## src/rtl/health_manager.sv

```systemverilog
// Health bookkeeping for both fighters: saturating damage with per-player invulnerability,
// a frame-paced drain of the displayed bars, and round/KO sequencing.
module health_manager #(
   parameter int MAX_HEALTH    = 246,
   parameter int DRAIN_STEP    = 2,
   parameter int INVULN_FRAMES = 30
) (
   input  logic       vga_clk,
   input  logic       reset_n,
   input  logic       frame_tick,
   input  logic       round_start,
   input  logic       ryu_hit,
   input  logic [7:0] ryu_dmg,
   input  logic       akuma_hit,
   input  logic [7:0] akuma_dmg,
   output logic [7:0] RyuHealth,
   output logic [7:0] AkumaHealth,
   output logic       fight_active,
   output logic       ko,
   output logic [1:0] winner
);

   localparam logic [7:0] MAX_H  = 8'(MAX_HEALTH);
   localparam logic [7:0] STEP_H = 8'(DRAIN_STEP);
   localparam int         INV_W  = (INVULN_FRAMES < 2) ? 1 : $clog2(INVULN_FRAMES + 1);
   localparam logic [INV_W-1:0] INV_LOAD = INV_W'(INVULN_FRAMES);

   typedef enum logic [1:0] {
      S_IDLE  = 2'd0,
      S_FIGHT = 2'd1,
      S_DRAIN = 2'd2,
      S_KO    = 2'd3
   } state_t;

   state_t     state_q, state_d;
   logic       fight_active_q, fight_active_d;
   logic       ko_q, ko_d;
   logic [1:0] winner_q, winner_d;

   logic       reload;
   logic       in_fight;
   logic       in_play;
   logic [1:0] hit_in;
   logic [7:0] dmg_in    [2];
   logic [7:0] tgt_next  [2];
   logic [7:0] tgt_cur   [2];
   logic [7:0] disp_cur  [2];

   // Player index 0 is Ryu, 1 is Akuma throughout.
   assign hit_in    = {akuma_hit, ryu_hit};
   assign dmg_in[0] = ryu_dmg;
   assign dmg_in[1] = akuma_dmg;

   assign reload   = round_start && ((state_q == S_IDLE) || (state_q == S_KO));
   assign in_fight = (state_q == S_FIGHT);
   assign in_play  = (state_q == S_FIGHT) || (state_q == S_DRAIN);

   genvar gi;
   generate
      for (gi = 0; gi < 2; gi++) begin : g_player
         logic [7:0]       t_q, t_d;
         logic [7:0]       d_q, d_d;
         logic [INV_W-1:0] inv_q, inv_d;

         always_comb begin
            t_d   = t_q;
            d_d   = d_q;
            inv_d = inv_q;
            if (reload) begin
               t_d   = MAX_H;
               d_d   = MAX_H;
               inv_d = '0;
            end else if (in_play) begin
               if (frame_tick && (inv_q != '0)) begin
                  inv_d = inv_q - INV_W'(1);
               end
               // A hit on a tick cycle overrides the decrement above.
               if (in_fight && hit_in[gi] && (inv_q == '0)) begin
                  t_d   = (dmg_in[gi] >= t_q) ? 8'd0 : (t_q - dmg_in[gi]);
                  inv_d = INV_LOAD;
               end
               // Drain toward the pre-hit target so the bar lags by one tick.
               if (frame_tick && (d_q > t_q)) begin
                  d_d = ((d_q - t_q) > STEP_H) ? (d_q - STEP_H) : t_q;
               end
            end
         end

         always_ff @(posedge vga_clk or negedge reset_n) begin
            if (!reset_n) begin
               t_q   <= MAX_H;
               d_q   <= MAX_H;
               inv_q <= '0;
            end else begin
               t_q   <= t_d;
               d_q   <= d_d;
               inv_q <= inv_d;
            end
         end

         assign tgt_next[gi] = t_d;
         assign tgt_cur[gi]  = t_q;
         assign disp_cur[gi] = d_q;
      end
   endgenerate

   always_comb begin
      state_d  = state_q;
      winner_d = winner_q;
      case (state_q)
         S_IDLE: begin
            if (round_start) begin
               state_d  = S_FIGHT;
               winner_d = 2'b00;
            end
         end
         S_FIGHT: begin
            // winner bit1 = Ryu down, bit0 = Akuma down.
            if ((tgt_next[0] == 8'd0) || (tgt_next[1] == 8'd0)) begin
               state_d  = S_DRAIN;
               winner_d = {tgt_next[0] == 8'd0, tgt_next[1] == 8'd0};
            end
         end
         S_DRAIN: begin
            if ((disp_cur[0] == tgt_cur[0]) && (disp_cur[1] == tgt_cur[1])) begin
               state_d = S_KO;
            end
         end
         S_KO: begin
            if (round_start) begin
               state_d  = S_FIGHT;
               winner_d = 2'b00;
            end
         end
         default: state_d = S_IDLE;
      endcase
      fight_active_d = (state_d == S_FIGHT);
      ko_d           = (state_d == S_KO);
   end

   always_ff @(posedge vga_clk or negedge reset_n) begin
      if (!reset_n) begin
         state_q        <= S_IDLE;
         fight_active_q <= 1'b0;
         ko_q           <= 1'b0;
         winner_q       <= 2'b00;
      end else begin
         state_q        <= state_d;
         fight_active_q <= fight_active_d;
         ko_q           <= ko_d;
         winner_q       <= winner_d;
      end
   end

   assign RyuHealth    = disp_cur[0];
   assign AkumaHealth  = disp_cur[1];
   assign fight_active = fight_active_q;
   assign ko           = ko_q;
   assign winner       = winner_q;

endmodule

```

## config.mk

```make
export PLATFORM = sky130hd
export DESIGN_NAME = health_manager
export DESIGN_NICKNAME = d
export VERILOG_FILES = /design/src/rtl/health_manager.sv
export SDC_FILE = /design/constraint.sdc
export NUM_CORES = 1
export LEC_CHECK = 0
export BUFFER_PORTS_ARGS = -buffer_cell sky130_fd_sc_hd__buf_2
export CORE_ASPECT_RATIO = 0.6
export CORE_MARGIN = 2
export CORE_UTILIZATION = 64
export DETAILED_ROUTE_END_ITERATION = 8
export PLACE_DENSITY = 0.85
export SLEW_MARGIN = 10
export SYNTH_ARGS = -nofsm -noshare
export SYNTH_HDL_FRONTEND = slang
export SYNTH_SLANG_ARGS = --single-unit
```

## constraint.sdc

```tcl
create_clock -name vga_clk -period 7.25 [get_ports vga_clk]
set_clock_uncertainty 0.2 [all_clocks]
set_input_delay 1.8125 -clock vga_clk [delete_from_list [all_inputs] [get_ports vga_clk]]
set_output_delay 1.8125 -clock vga_clk [all_outputs]
set_load 0.03 [all_outputs]
```

Word level (Yosys, flattened, before mapping)
Cells that the tools add are included. Widths: inputs -> output; s select.

$add $sub $neg: 8. Magnitude comparators: 6. Equal/unequal tests: 9. Muxes and demuxes: 31. Reduce and logical (&&, ||, !) cells: 32.

Operator list (count): $mux 8 (16); $mux 5 (8); $sub 8x8->8 (4); $eq 8x8->1 (2); $ge 8x8->1 (2); $gt 8x2->1 const B (2); $gt 8x8->1 (2); $logic_not 8->1 (2); $sub 8x2->8 const B (2); $logic_and 1x1->1 (10); $logic_not 5->1 (2); $mux 2 (5); $reduce_bool 5->1 (2); $sub 5x1->5 const B (2); $reduce_and 2->1 (4); $reduce_bool 2->1 (4); $eq 2x2->1 const B (3); $pmux 2 s3 (1); $reduce_bool 3->1 (2); $eq 2x1->1 const B (2); $ne 2x1->1 const B (2); $pmux 2 s2 (1); $logic_or 1x1->1 (3); $reduce_and 3->1 (1); 2 further kinds (2).

Register bits after elaboration: 48. Output and inout port bits: 20. Word-level logic and storage cells: 96.

Longest topological paths before layout
Gate-level depths: netlist (run 1).

Word-level depth: 11. Depth in mapped cells: 13. Gate-level depth less buffers: 12.

Worst setup path after synthesis (run 1)
No wires, ideal clock.

Kind: input to register. Start point: input port akuma_dmg[0]. End point: register ko_q, in the netlist ko. Library setup time: 0.119 ns. Arrival: 4.029 ns. Slack: 2.902 ns. Stages: 11. Path through: ha_1 -> inv_1 -> fa_1 -> a211oi_2 -> nor3_1 -> o31a_4 -> nand2_1 -> o21ai_1 -> o31a_1 -> a31o_1 -> and2_1.

Cells in the longest elaborated chain, start to end: 10.

RTL lines: start, declared (RTL line 15) `input logic [7:0] akuma_dmg,`; $sub 8x8->8 or $ge 8x8->1 (tied branches) (RTL line 79) `t_d = (dmg_in[gi] >= t_q) ? 8'd0 : (t_q - dmg_in[gi]);`; $mux 8 * (RTL line 79); $mux 8 * (RTL line 78) `if (in_fight && hit_in[gi] && (inv_q == '0)) begin`; $mux 8 * (RTL line 73) `end else if (in_play) begin`; $mux 8 * (RTL line 69) `if (reload) begin`; via g_player[1].t_d[6] (RTL line 61) `logic [7:0] t_q, t_d;`; $logic_not 8->1 * (RTL line 119) `if ((tgt_next[0] == 8'd0) || (tgt_next[1] == 8'd0)) begin`; $logic_or 1x1->1 * (RTL line 119); $mux 2 * (RTL line 119); $pmux 2 s3 * (RTL line 110) `case (state_q)`; via state_d[0] (RTL line 35) `state_t state_q, state_d;`; $eq 2x2->1 * (RTL line 138) `ko_d = (state_d == S_KO);`; via ko_d (RTL line 37) `logic ko_q, ko_d;`; end signal, assigned (RTL line 150) `ko_q <= ko_d;`; end, declared (RTL line 37).

Mark *: on every way through the listed nets, which the timed path passes. The rest lies on a longest branch. A chain may end at the register's enable or synchronous reset.

Worst setup path in the final report (run 1)
Ends and elaborated chain as after synthesis.

==> key figures, run 1 <==
Logic synthesis
  – Post-synthesis xor/xnor area fraction: 3.81%
  – Top cell type's share of synthesized area: 14.4%
  – Synth Area in Simple Gates: 19.0%
  – Synth Instances: 509
  – Complex-gate fraction of the synthesized area: 25.4%
  – Post-synth ARST share: 100%
  – Synth area leaders: dfstp_2 (14%), dfrtp_1 (14%), ha_1 (11%), inv_1 (5.1%), a21oi_1 (4.2%)
  – Synth warnings: 0
  – Main combinational cell family by area after synthesis: compound AO/OA/AOI/OAI gates
  – Cell Area, Synth: 0.00436 mm2
  – Post-Synth Adder-Cell Area: 13.0%
  – Mux contribution to synthesized area: 3.81%
  – Seq/Total Area, Yosys: 28.2%
  – Main synth FF type: dfstp_2
  – Post-synth EDFFs: 0
  – Unique masters post-synth: 76
  – Yosys reg bits: 48
  – Average size of a mapped cell: 8.57 um2
  – Mapped Nets: 574
  – Synth area leader: dfstp_2

Worst setup path
  – Sum of buffers and inverters on the critical path: 2
  – Maximum fanout along the worst path: 5
  – Startpoint types: primary input
  – Worst r2r src: g_player[1].t_q[1]$_DFF_PN1_
  – CP arrival: 4340 ps
  – Levels on crit path: 12
  – Kind of cell adding the most delay to the critical path: compound AO/OA/AOI/OAI gates
  – CP max stage delay: 470 ps
  – R2r worst-path depth: 10
  – Data required time of the worst path: 7240 ps
  – RR Endpoint: AkumaHealth[4]$_DFFE_PN1P_
  – WS Path Type: primary input to register
  – Nature of the critical path endpoint: register
  – CP Cell Sequence: buf_2 > ha_1 > inv_1 > fa_1 > a211oi_2 > nor3_1 > o31a_4 > nand2_1 > o21ai_1 > o31a_1 > a31o_1 > and2_1
  – Crit path max-delay cell type: fa_1
  – Worst reg2reg setup slack: 3540 ps

Placement
  – IO Port Bufs: 41
  – Routability congestion estimate: 0.983
  – Place WS: 2640 ps
  – HPWL after DPL: 8770 um

Layout
  – Diodes inserted: 0
  – Area grow syn2layout: 9.17%
  – Share of layout cells above drive strength 1: 18.3%
  – Nets: 610
  – Fin util: 71.7%

Global route
  – Total Routing Usage GR: 30.8%
  – First-pass GRT wire length: 18400 um
  – Grt ovf: 0
  – Vias in the first global route: 3696
  – Initial antenna violation count: 0
  – Pin count of the biggest net entering global routing: 49

CTS
  – Post-CTS Setup Inserts: 0
  – Root buf cell: clkbuf_16
  – Hold buffer count at cts: 0
  – Clock buffer depth: 2
  – CTS tree: done
  – Clk sinks: 48
  – Worst-path clk slew: 70 ps
  – CTS-repair resized insts: 0
  – Worst-skew pair later-pin latency: 300 ps
  – TritonCTS Buffers: 5
  – H-tree depth: 2

Power and ir drop
  – Cell leakage power: 2.17 nW
  – Pwr per Cell Area: 496 mW/mm2
  – VDD IR max: 0.246 mV

Detailed routing
  – Final WL: 11500 um
  – DRC Markers: 0
  – 1st-pass router iterations: 5
  – Number of routed nets with antenna violations: 0
  – DR iter-0 viols: 387
  – Via count: 4105
  – Drt wl/cell: 18.2 um
  – Vias per cell: 6.48

Status
  – Status: completed

STA
  – Final Max Slew Viols: 0
  – Final setup viols: 0
  – Smallest hold slack: 298 ps
  – Post-route setup slack: 2900 ps
  – Crit path time final: 4350 ps
  – Final Hold Fails: 0
  – Fmax: 230 MHz
  – Slew headroom: 26.3%
  – Slew @ Worst Pin: 1110 ps
  – Setup TNS: 0 ps
  – Fin crit share: 60.0%
  – Unrepaired setup endpoints after global routing: no

Hold path
  – Hold Path Origin: RyuHealth[7]$_DFFE_PN1P_
  – Worst Hold Depth: 2
  – Hold endpoint: RyuHealth[7]$_DFFE_PN1P_
  – Hold Path Class: register to register

Die
  – Die height: 68.0 um
  – Initial Utilization: 65.7%
  – # rows: 23
  – Die width: 111 um
  – Placeable Area: 0.00665 mm2
  – Ports: 42
  – Total die area: 0.00752 mm2

Run
  – Max cap viols: 0
## synthesized netlist by cell type (9+ instances only)
library cell  count
inv_1            59
dfstp_2          24
nand3_1           9
nor2b_1          10
a31oi_1           9
xnor2_1           9
a21oi_1          37
o21ai_0          21
xor2_1           10
mux2i_1          11
nand2_1          40
dfrtp_1          24
ha_1             39
nand4_1           9
nor3_1           11
nor2_1           29
## cell type report
cell class | count | area [um2]
sequential | 48 | 1230
timing repair buffer | 43 | 220
clock inverter | 1 | 5.00
clock buffer | 7 | 133
multi-input combinational | 387 | 2840
tap | 87 | 109
fill | 539 | 1880
inverter | 60 | 225
## report_power, final
group          switching, mW  internal, mW
Sequential             0.109         0.374
Combinational          0.986         0.663
Clock                  0.104         0.128
Total                   1.20          1.16
## registers in the layout, summed over array words and instances, names as in the netlist
register        cells
g_player.t_q       16
g_player.inv_q     10
AkumaHealth         8
RyuHealth           8
state_q             2
winner              2
fight_active        1
ko                  1
## stage by stage
step	std cells	area [um2]	power (mW)
floorplan	509	4360	1.73
global placement	625	4630	2.02
detailed placement	625	4630	2.08
CTS	633	4760	2.32
global route	633	4760	2.53
finish	633	4760	2.36
## cells in the final DEF (no fill, tap or decap), drive strengths merged, types with 3 or more instances in the layout
master and count:
inv 60, buf 43, nand2 41, ha 39, a21oi 38, nor2 31
o21ai 25, dfrtp 24, dfstp 24, nor3 11, mux2i 11, a211oi 11
xor2 10, nor2b 10, a31oi 10, nand4 9, nand3 9, xnor2 9
nand2b 8, o31ai 7, a21o 7, o22ai 7, o31a 7, clkbuf 7
or3 6, o22a 5, nor4 5, a22oi 5, nor3b 5, mux2 5
or2 4, o211ai 4, o2111ai 4, fa 4, o21a 4, o32ai 3
a31o 3
## worst max path at each step
stage,start,to,slack [ps]
after global routing,ryu_dmg[0],fight_active$_DFF_PN0_,2740
after detailed placement,akuma_dmg[0],winner[1]$_DFFE_PN0P_,2640
after CTS,akuma_dmg[0],ko$_DFF_PN0_,2920
after floorplan,akuma_dmg[0],ko$_DFF_PN0_,2900
after global placement,akuma_dmg[0],ko$_DFF_PN0_,2710
final,akuma_dmg[0],ko$_DFF_PN0_,2900
## kinds of logic after synthesis
logic type	count (synthesis)
compound gates	155
xor+xnor	19
fa+ha+maj	43
buf+inv	74
flops	48
mux	16
simple gates	154
## layer usage
layer  vias up  global-route usage, %  wire [um]
met5         -                      0          0
met4         0                   5.47         74
met3         9                   5.31        905
met2       181                   47.7       4860
met1      1984                   46.1       5660
li1       1931                      -          -
## tightest hold or removal path: stages, from the launching register on
cell,delay [ps]
dfstp_2,390
inv_1,50
a22oi_1,60
Note: power is estimated with default switching activity, not from simulation.
==> inputs of run 2 (changes only) <==
Settings changed: CORE_UTILIZATION 64 to 55, PLACE_DENSITY 0.85 to 0.78.
Clock period 7.25 ns to 3.66 ns, I/O delays scaled along.
==> key figures, run 2 (synthesis gave the netlist of run 1 again) <==
Status
  – Status: completed (unchanged)

Worst setup path
  – Worst reg2reg setup slack: 390 ps (was 3540 ps)
  – R2r worst-path depth: 11 (was 10)
  – WS Path Type: primary input to register (unchanged)
  – Startpoint types: primary input (unchanged)
  – Worst r2r src: g_player[1].t_q[1]$_DFF_PN1_ (unchanged)
  – Maximum fanout along the worst path: 5 (unchanged)
  – CP arrival: 3340 ps (was 4340 ps)
  – Nature of the critical path endpoint: register (unchanged)
  – Data required time of the worst path: 3620 ps (was 7240 ps)
  – RR Endpoint: AkumaHealth[4]$_DFFE_PN1P_ (unchanged)

Run
  – Max cap viols: 0 (unchanged)

STA
  – Crit path time final: 3380 ps
  – Final Hold Fails: 0 (unchanged)
  – Post-route setup slack: 284 ps (was 2900 ps)
  – Slew @ Worst Pin: 630 ps (was 1110 ps)
  – Slew headroom: 57.7% (was 26.3%)
  – Final Max Slew Viols: 0 (unchanged)
  – Unrepaired setup endpoints after global routing: no (unchanged)
  – Setup TNS: 0 ps (unchanged)
  – Final setup viols: 0 (unchanged)
  – Fin crit share: 92.2%
  – Smallest hold slack: 308 ps (was 298 ps)
  – Fmax: 296 MHz

Die
  – Ports: 42 (unchanged)
  – Total die area: 0.00869 mm2 (was 0.00752 mm2)
  – Placeable Area: 0.00779 mm2 (was 0.00665 mm2)
  – # rows: 25 (was 23)
  – Die height: 73 um (was 68.0 um)
  – Die width: 119 um (was 111 um)
  – Initial Utilization: 56.0% (was 65.7%)

Layout
  – Nets: 620 (was 610)
  – Diodes inserted: 0 (unchanged)
  – Area grow syn2layout: 11.7% (was 9.17%)
  – Most frequent cells in the layout: inv_1 (59), buf_2 (41), nand2_1 (40) (unchanged)
  – Biggest regs: g_player.t_q x16, g_player.inv_q x10 (unchanged)
  – Share of layout cells above drive strength 1: 19.8% (was 18.3%)
  – Final non-filler cell total: 664 (was 633)
  – Number of flip-flops in the largest register: 16 (unchanged)
  – Fill count: 652 (was 539)
  – Register with the most flip-flops: g_player.t_q (unchanged)
  – Most common cell after layout, fill and taps aside: inv_1 (unchanged)
  – Design area: 0.00487 mm2 (was 0.00476 mm2)

Global route
  – Initial antenna violation count: 0 (unchanged)
  – Vias in the first global route: 3797 (was 3696)
  – Pin count of the biggest net entering global routing: 32 (was 49)
  – Total Routing Usage GR: 27.1% (was 30.8%)
  – First-pass GRT wire length: 18800 um (was 18400 um)
  – Grt ovf: 0 (unchanged)

Placement
  – IO Port Bufs: 41 (unchanged)
  – HPWL after DPL: 8810 um (was 8770 um)
  – Routability congestion estimate: 0.970 (was 0.983)
  – Place WS: 8.22 ps (was 2640 ps)
  – Post-DP Area: 0.00473 mm2 (was 0.00463 mm2)
  – Dpl cells: 656 (was 625)

Detailed routing
  – Vias per cell: 6.17 (was 6.48)
  – Number of routed nets with antenna violations: 0 (unchanged)
  – DRC Markers: 0 (unchanged)
  – 1st-pass router iterations: 4 (was 5)
  – Via count: 4099 (was 4105)
  – Final WL: 11400 um (was 11500 um)
  – DR iter-0 viols: 301 (was 387)
  – Drt wl/cell: 17.2 um (was 18.2 um)

CTS
  – Clock buffer depth: 2 (unchanged)
  – TritonCTS Buffers: 5 (unchanged)
  – Root buf cell: clkbuf_16 (unchanged)
  – CTS tree: done (unchanged)
  – Hold buffer count at cts: 0 (unchanged)
  – Worst-skew pair later-pin latency: 290 ps (was 300 ps)
  – Clk sinks: 48 (unchanged)
  – Worst-path clk slew: 70 ps (about the same)
  – CTS-repair resized insts: 0 (unchanged)
  – H-tree depth: 2 (unchanged)
  – Post-CTS Setup Inserts: 0 (unchanged)

Hold path
  – Hold Path Origin: RyuHealth[6]$_DFFE_PN1P_ (was RyuHealth[7]$_DFFE_PN1P_)
  – Hold endpoint: RyuHealth[6]$_DFFE_PN1P_ (was RyuHealth[7]$_DFFE_PN1P_)
  – Worst Hold Depth: 2 (unchanged)
  – Hold Path Class: register to register (unchanged)

Power and ir drop
  – Pwr per Cell Area: 976 mW/mm2 (was 496 mW/mm2)
  – VDD IR max: 0.420 mV (was 0.246 mV)
  – Cell leakage power: 2.23 nW (was 2.17 nW)
## run 2: stage by stage
stage / utilization, % / power, mW
floorplan: - / 3.42
global placement: 60.7 / 4.08
detailed placement: 60.7 / 4.19
CTS: 62.6 / 4.71
global route: 62.6 / 5.12
finish: 62.6 / 4.76
## run 2: cell type report
type	instances	area, um2	share of cell area [%]
multi-input combinational	387	2840	58.3
sequential	48	1230	25.3
timing repair buffer	53	295	6.06
inverter	60	225	4.62
clock buffer	8	146	3.00
tap	108	135	2.77
## run 2: report_power, final
part	switching (mW)	internal [mW]	total [mW]
logic	1.96	1.38	3.34
registers	0.199	0.739	0.938
clock network	0.201	0.273	0.475
total	2.36	2.39	4.76
## run 2: per-layer routing
| layer | track usage [%] | up-vias | routed length, um |
|---|---|---|---|
| li1 | - | 1948 | - |
| met1 | 41.7 | 1951 | 5630 |
| met2 | 40.3 | 186 | 4710 |
| met3 | 3.91 | 14 | 944 |
| met4 | 5.42 | 0 | 129 |
| met5 | 0 | - | 0 |
## run 2: how the worst max path moves through the flow
stage,startpoint,to,slack [ps],depth (start not counted)
final,akuma_dmg[0],winner[0]$_DFFE_PN0P_,280,12
after global routing,ryu_dmg[0],fight_active$_DFF_PN0_,150,12
after CTS,akuma_dmg[0],winner[0]$_DFFE_PN0P_,300,12
after detailed placement,akuma_dmg[0],winner[0]$_DFFE_PN0P_,8,12
after global placement,ryu_dmg[0],ko$_DFF_PN0_,90,12
after floorplan,akuma_dmg[0],ko$_DFF_PN0_,210,11
## run 2: worst max-delay path, cell delays in order
cell	delay [ps]
buf_2	80
ha_1	150
inv_1	50
fa_1	400
a211oi_2	270
nor3_1	120
o31a_4	360
nand2_1	110
o21ai_1	100
o31a_1	370
a211oi_2	270
o32ai_1	140
